$ cat config.mk
export PLATFORM = sky130hd
export DESIGN_NAME = march_seq_gen
export DESIGN_NICKNAME = d
export VERILOG_FILES = /design/src/rtl/march_seq_gen_pkg.sv /design/src/rtl/march_seq_gen_addr_cnt.sv /design/src/rtl/march_seq_gen.sv
export SDC_FILE = /design/constraint.sdc
export NUM_CORES = 1
export LEC_CHECK = 0
export CAP_MARGIN = 40
export CORE_ASPECT_RATIO = 0.6
export CORE_UTILIZATION = 51
export DETAILED_ROUTE_END_ITERATION = 10
export PLACE_DENSITY_LB_ADDON = 0.3
export SLEW_MARGIN = 20
export SYNTH_ARGS = -nofsm -noshare
export SYNTH_HDL_FRONTEND = slang
export SYNTH_SLANG_ARGS = --single-unit
$ cat constraint.sdc
create_clock -name clk -period 2.71 [get_ports clk]
set_input_delay 0.271 -clock clk [delete_from_list [all_inputs] [get_ports clk]]
set_output_delay 0.271 -clock clk [all_outputs]
set_load 0.02 [all_outputs]
$ cat src/rtl/march_seq_gen_pkg.sv
// Shared widths, FSM state codes and op-field bit positions for the March element sequencer.
package march_seq_gen_pkg;

    localparam int DATA_WIDTH = 8;
    localparam int ADDR_WIDTH = 4;

    // Op field: bit1 selects write (1) / read (0), bit0 inverts the background.
    localparam int OP_WR_BIT  = 1;
    localparam int OP_INV_BIT = 0;

    typedef enum logic [1:0] {
        ST_IDLE = 2'd0,
        ST_RUN  = 2'd1,
        ST_DONE = 2'd2
    } state_t;

endpackage

$ cat src/rtl/march_seq_gen_addr_cnt.sv
// Loadable up/down address counter for the March sweep; flags the end address of the sweep.
module march_addr_cnt #(
    parameter int             AW       = 4,
    parameter logic [AW-1:0]  ADDR_MAX = '1
) (
    input  logic          clk,
    input  logic          rst,
    input  logic          load,
    input  logic [AW-1:0] load_val,
    input  logic          dir,
    input  logic          en,
    output logic [AW-1:0] addr,
    output logic          last
);

    always_ff @(posedge clk) begin
        if (rst) begin
            addr <= '0;
        end else if (load) begin
            addr <= load_val;
        end else if (en) begin
            addr <= dir ? addr - AW'(1) : addr + AW'(1);
        end
    end

    // Descending sweeps end at 0, ascending sweeps end at ADDR_MAX.
    assign last = dir ? (addr == '0) : (addr == ADDR_MAX);

endmodule

$ cat src/rtl/march_seq_gen.sv
// BIST March element sequencer: address sweep with 1-4 read/write ops per address.
// Optional PMBIST_CHECKERBOARD_EN adds an address-parity term to the data pattern.
module march_seq_gen
    import march_seq_gen_pkg::*;
#(
    parameter int            DW       = DATA_WIDTH,
    parameter int            AW       = ADDR_WIDTH,
    parameter logic [AW-1:0] ADDR_MAX = AW'((1 << AW) - 1)
) (
    input  logic          clk,
    input  logic          rst,
    input  logic          start_in,
    input  logic          dir_in,
    input  logic [1:0]    nops_in,
    input  logic [7:0]    ops_in,
    input  logic [DW-1:0] bg_in,
    input  logic          stall_in,
    output logic [AW-1:0] addr_out,
    output logic [DW-1:0] data_out,
    output logic          we_out,
    output logic          re_out,
    output logic [DW-1:0] exp_out,
    output logic          cmp_en_out,
    output logic          busy_out,
    output logic          done_out
);

    function automatic logic [DW-1:0] pattern(input logic [DW-1:0] bg, input logic inv);
        return bg ^ {DW{inv}};
    endfunction

    state_t        state_q, state_d;
    logic [1:0]    idx_q, idx_d;
    logic          dir_q;
    logic [1:0]    nops_q;
    logic [7:0]    ops_q;
    logic [DW-1:0] bg_q;

    logic [AW-1:0] cnt_addr, cnt_load_val;
    logic          cnt_last, cnt_load, cnt_en;

    logic          issue, inv, wrap;
    logic [1:0]    cur_op;
    logic [DW-1:0] cur_bg;
    logic          we_d, re_d, busy_d, done_d;
    logic [DW-1:0] data_d, exp_d;
`ifdef PMBIST_CHECKERBOARD_EN
    logic          pat_lsb;
`endif

    assign cnt_load_val = dir_in ? ADDR_MAX : '0;

    march_addr_cnt #(.AW(AW), .ADDR_MAX(ADDR_MAX)) u_addr_cnt (
        .clk      (clk),
        .rst      (rst),
        .load     (cnt_load),
        .load_val (cnt_load_val),
        .dir      (dir_q),
        .en       (cnt_en),
        .addr     (cnt_addr),
        .last     (cnt_last)
    );

    assign addr_out = cnt_addr;

    // The counter/idx pair always names the op currently on the outputs; an unstalled
    // RUN cycle advances it and presents the following op.
    always_comb begin
        state_d  = state_q;
        idx_d    = idx_q;
        cnt_load = 1'b0;
        cnt_en   = 1'b0;
        issue    = 1'b0;
        cur_op   = 2'b00;
        cur_bg   = bg_q;
        we_d     = 1'b0;
        re_d     = 1'b0;
        busy_d   = busy_out;
        done_d   = 1'b0;
        data_d   = data_out;
        exp_d    = exp_out;
        wrap     = (idx_q == nops_q);
`ifdef PMBIST_CHECKERBOARD_EN
        pat_lsb  = cnt_addr[0];
`endif
        case (state_q)
            ST_IDLE: begin
                if (start_in) begin
                    state_d  = ST_RUN;
                    idx_d    = 2'd0;
                    cnt_load = 1'b1;
                    busy_d   = 1'b1;
                    issue    = 1'b1;
                    cur_op   = ops_in[1:0];
                    cur_bg   = bg_in;
`ifdef PMBIST_CHECKERBOARD_EN
                    pat_lsb  = cnt_load_val[0];
`endif
                end
            end
            ST_RUN: begin
                if (!stall_in) begin
                    if (wrap && cnt_last) begin
                        state_d = ST_DONE;
                        idx_d   = 2'd0;
                        busy_d  = 1'b0;
                        done_d  = 1'b1;
                    end else begin
                        issue = 1'b1;
                        if (wrap) begin
                            idx_d  = 2'd0;
                            cnt_en = 1'b1;
`ifdef PMBIST_CHECKERBOARD_EN
                            pat_lsb = ~cnt_addr[0];
`endif
                        end else begin
                            idx_d = idx_q + 2'd1;
                        end
                        cur_op = ops_q[{idx_d, 1'b0} +: 2];
                    end
                end
            end
            ST_DONE: state_d = ST_IDLE;
            default: state_d = ST_IDLE;
        endcase

        inv = cur_op[OP_INV_BIT];
`ifdef PMBIST_CHECKERBOARD_EN
        inv = inv ^ pat_lsb;
`endif
        if (issue) begin
            if (cur_op[OP_WR_BIT]) begin
                we_d   = 1'b1;
                data_d = pattern(cur_bg, inv);
            end else begin
                re_d   = 1'b1;
                exp_d  = pattern(cur_bg, inv);
            end
        end
    end

    always_ff @(posedge clk) begin
        if (rst) begin
            state_q    <= ST_IDLE;
            idx_q      <= 2'd0;
            dir_q      <= 1'b0;
            nops_q     <= 2'd0;
            ops_q      <= 8'd0;
            bg_q       <= '0;
            data_out   <= '0;
            exp_out    <= '0;
            we_out     <= 1'b0;
            re_out     <= 1'b0;
            cmp_en_out <= 1'b0;
            busy_out   <= 1'b0;
            done_out   <= 1'b0;
        end else begin
            state_q    <= state_d;
            idx_q      <= idx_d;
            data_out   <= data_d;
            exp_out    <= exp_d;
            we_out     <= we_d;
            re_out     <= re_d;
            cmp_en_out <= re_d;
            busy_out   <= busy_d;
            done_out   <= done_d;
            if (cnt_load) begin
                dir_q  <= dir_in;
                nops_q <= nops_in;
                ops_q  <= ops_in;
                bg_q   <= bg_in;
            end
        end
    end

endmodule

==> key figures <==
Status
  – Status: finished, final reports clean

Detailed routing
  – Post-DRT Antenna Nets: 0
  – Starting DRT DRC Count: 90
  – Vias per inst: 5.317
  – First drt pass iteration count: 4
  – DRC Markers: 0
  – Wire per inst: 13.51 um
  – Routed vias: 1994
  – Routed WL: 5065 um

Clocking
  – # resized after CTS: 0
  – # clock sinks: 47
  – Root buffer cell: clkbuf_8
  – H-tree levels: 2
  – Setup Buffers After CTS: 0
  – Clk_lat worst skew: 300 ps
  – CTS tree: built
  – CTS buffer count: 5
  – Hold buffer count at CTS: 0
  – Clk buf depth: 2
  – CTS clk-pin slew, worst paths: 80 ps

Timing
  – Slew HR: 42.93%
  – Fin Setup TNS: 0 ps
  – Fmax: 431.2 MHz
  – Final Skew: 5.879 ps
  – Period utilization: 85.57%
  – Fin. Hold Viols: 0
  – RSZ-0062 raised after global routing: no
  – Min Tclk post-route: 2319 ps
  – Worst-Margin Slew: 856.0 ps
  – Endpoints failing setup: 0
  – Max-slew violation count: 0

Pwr
  – Comb pwr share: 22.7%
  – Switching share of power: 27.99%
  – P_sw: 0.4443 mW
  – Peak VDD IR: 0.2401 mV
  – Pwr per Cell Area: 538.3 mW/mm2
  – Total power: 1.587 mW
  – Clock power share: 28.6%
  – Sequential share of power: 48.6%
  – Int Pwr: 1.143 mW
  – Pleak: 1.110 nW

Placement
  – DP HPWL: 3573 um
  – IO Port Bufs: 47
  – Routability cong.: 0.7884

Finish
  – Most frequent cells in the layout: dfxtp_1, clkdlybuf4s50_1, nand2_1, a21oi_1, nor2b_1
  – Final net count: 340
  – Antenna diodes: 0
  – FF+latch area: 940.9 um2
  – Share of layout cells above drive strength 1: 8.254%
  – Syn-to-layout area delta: 25.84%
  – Fillers: 329
  – Area of the multi-input gates: 0.001304 mm2
  – Commonest non-fill, non-tap cell in the layout: dfxtp_1

Setup path
  – Worst Path Max Fanout: 11
  – CP required: 2890 ps
  – Crit Reg-Reg Endpoint: exp_out[2]$_SDFFE_PP0P_
  – Worst Path Arrival: 2500 ps
  – Reg2reg start: idx_q[1]$_SDFFE_PP0P_
  – Setup CP Type: reg2reg
  – Worst R2R Setup Slack: 390 ps
  – CP bufs+invs: 0
  – CP Capture Type: register
  – Max incr delay on CP: 520 ps
  – CP Cell Sequence: xnor2_1 > nor2b_1 > a2111oi_0 > a211o_1 > a31oi_4 > mux2_1
  – Setup crit start: idx_q[1]$_SDFFE_PP0P_
  – CP endpoint: exp_out[2]$_SDFFE_PP0P_
  – Critical path startpoint category: register
  – Slowest cell on the critical path: dfxtp_1
  – CP delay by family, top: compound AO/OA/AOI/OAI gates
  – Worst R2R Path Depth: 6
  – Critical path depth: 6

Synthesis
  – Cells after Synth: 270
  – Synth Flop Type: dfxtp_1
  – Mean Syn Cell Area: 8.680 um2
  – Mapped Area: 0.002343 mm2
  – Seq cells post-synth: 47
  – Synth Net Count: 296
  – Yosys warning count: 0
  – Post-synth EDFFs: 0
  – Register area share after synthesis: 40.15%
  – Asr flop ratio synth: 0%
  – Synth cell types: 40

Floorplanning
  – Die Span Y: 54.51 um
  – Initial Util: 55.06%
  – Die Wd: 89.51 um
  – Core area: 0.004257 mm2
  – Die Area: 0.004879 mm2
  – # IOs: 48
  – Site Rows: 18

GRT
  – First-pass GRT wire length: 8369 um
  – Gr ovfl total: 0
  – Largest net degree at the start of global routing: 48
  – Initial antenna violation count: 0
  – GRT Total Usage: 23.06%
  – Vias in the first global route: 1855

Flow run
  – Total of max-cap violations: 0

Hold path
  – Hold Path Class: reg2reg
  – Worst Hold Depth: 2
[state kept, by name (all words and copies together) (netlist names)]
register / count
dir_q: 1
ops_q: 8
data_out: 8
u_addr_cnt.addr: 4
cmp_en_out: 1
state_q: 2
nops_q: 2
bg_q: 8
busy_out: 1
done_out: 1
idx_q: 2
exp_out: 8
we_out: 1
[worst min-delay path: stages, from the launching register on]
cell and delay, ps:
dfxtp_1 320, nand2_1 50, a21oi_1 50
[final cells by class]
type | count | area share (%)
multi-input cells | 203 | 44.21
inverters | 3 | 0.3818
well taps | 60 | 2.546
clock buffers | 8 | 3.394
repair buffers | 54 | 17.56
flip-flops and latches | 47 | 31.90
[kinds of logic after synthesis]
| group | share of synthesized area, % |
|---|---|
| muxes | 9.557 |
| DFF | 40.15 |
| AOI/OAI and AO/OA | 16.76 |
| and+or+nand+nor | 22.16 |
| xor gates and xnor gates | 5.232 |
| buffers and inverters | 4.217 |
| adders and majority gates | 1.922 |
[cell usage after synthesis, types with 3 or more instances]
| cell | n | area (um2) |
|---|---|---|
| xor2_1 | 10 | 87.58 |
| buf_1 | 4 | 15.01 |
| dfxtp_1 | 47 | 940.9 |
| inv_1 | 3 | 11.26 |
| nor2b_1 | 22 | 137.6 |
| o21ai_1 | 7 | 35.03 |
| a311oi_1 | 6 | 52.55 |
| nor2_1 | 18 | 67.56 |
| o21ai_0 | 5 | 25.02 |
| or3_1 | 8 | 50.05 |
| nor3_1 | 7 | 35.03 |
| mux2_2 | 3 | 33.78 |
| nand2_1 | 45 | 168.9 |
| clkbuf_1 | 8 | 30.03 |
| xnor2_1 | 4 | 35.03 |
| mux2_1 | 14 | 157.7 |
| a21oi_1 | 28 | 140.1 |
[power groups by stage]
stage | combinational (mW) | clock [mW] | sequential [mW]
6_report | 0.361 | 0.454 | 0.772
5_1_grt | 0.397 | 0.494 | 0.780
4_1_cts | 0.361 | 0.465 | 0.772
3_5_place_dp | 0.359 | 0 | 0.788
3_3_place_gp | 0.353 | 0 | 0.786
2_1_floorplan | 0.195 | 0 | 0.812
[layer usage]
layer | up-vias | track usage (%) | part of all wire, %
met3 | 0 | 5.430 | 5.1
met2 | 57 | 37.15 | 43
met5 | - | 0 | 0
met1 | 927 | 31.42 | 52
met4 | 0 | 6.085 | 0
li1 | 1010 | - | -
[worst min path at each step]
stage	start	to	slack, ps
floorplan	ops_in[2]	ops_q[2]$_SDFFE_PP0P_	410
global placement	ops_q[3]$_SDFFE_PP0P_	ops_q[3]$_SDFFE_PP0P_	440
detailed placement	ops_q[2]$_SDFFE_PP0P_	ops_q[2]$_SDFFE_PP0P_	450
CTS	ops_q[2]$_SDFFE_PP0P_	ops_q[2]$_SDFFE_PP0P_	460
global route	ops_q[2]$_SDFFE_PP0P_	ops_q[2]$_SDFFE_PP0P_	500
finish	ops_q[2]$_SDFFE_PP0P_	ops_q[2]$_SDFFE_PP0P_	460
[through the flow]
| step | setup WS [ps] | utilization [%] | instance area, um2 | hold WS [ps] | instances |
|---|---|---|---|---|---|
| 5_1_grt | 178.5 | 69.28 | 2949 | 495.3 | 375 |
| 6_report | 391.1 | 69.28 | 2949 | 464.7 | 375 |
| 3_3_place_gp | 403.9 | 66.93 | 2849 | 443.3 | 367 |
| 4_1_cts | 400.9 | 69.28 | 2949 | 462.1 | 375 |
| 3_5_place_dp | 364.5 | 66.93 | 2849 | 450.2 | 367 |
| 2_1_floorplan | 651.7 | - | 2344 | 407.0 | 270 |
(Power assumes the default switching activity.)
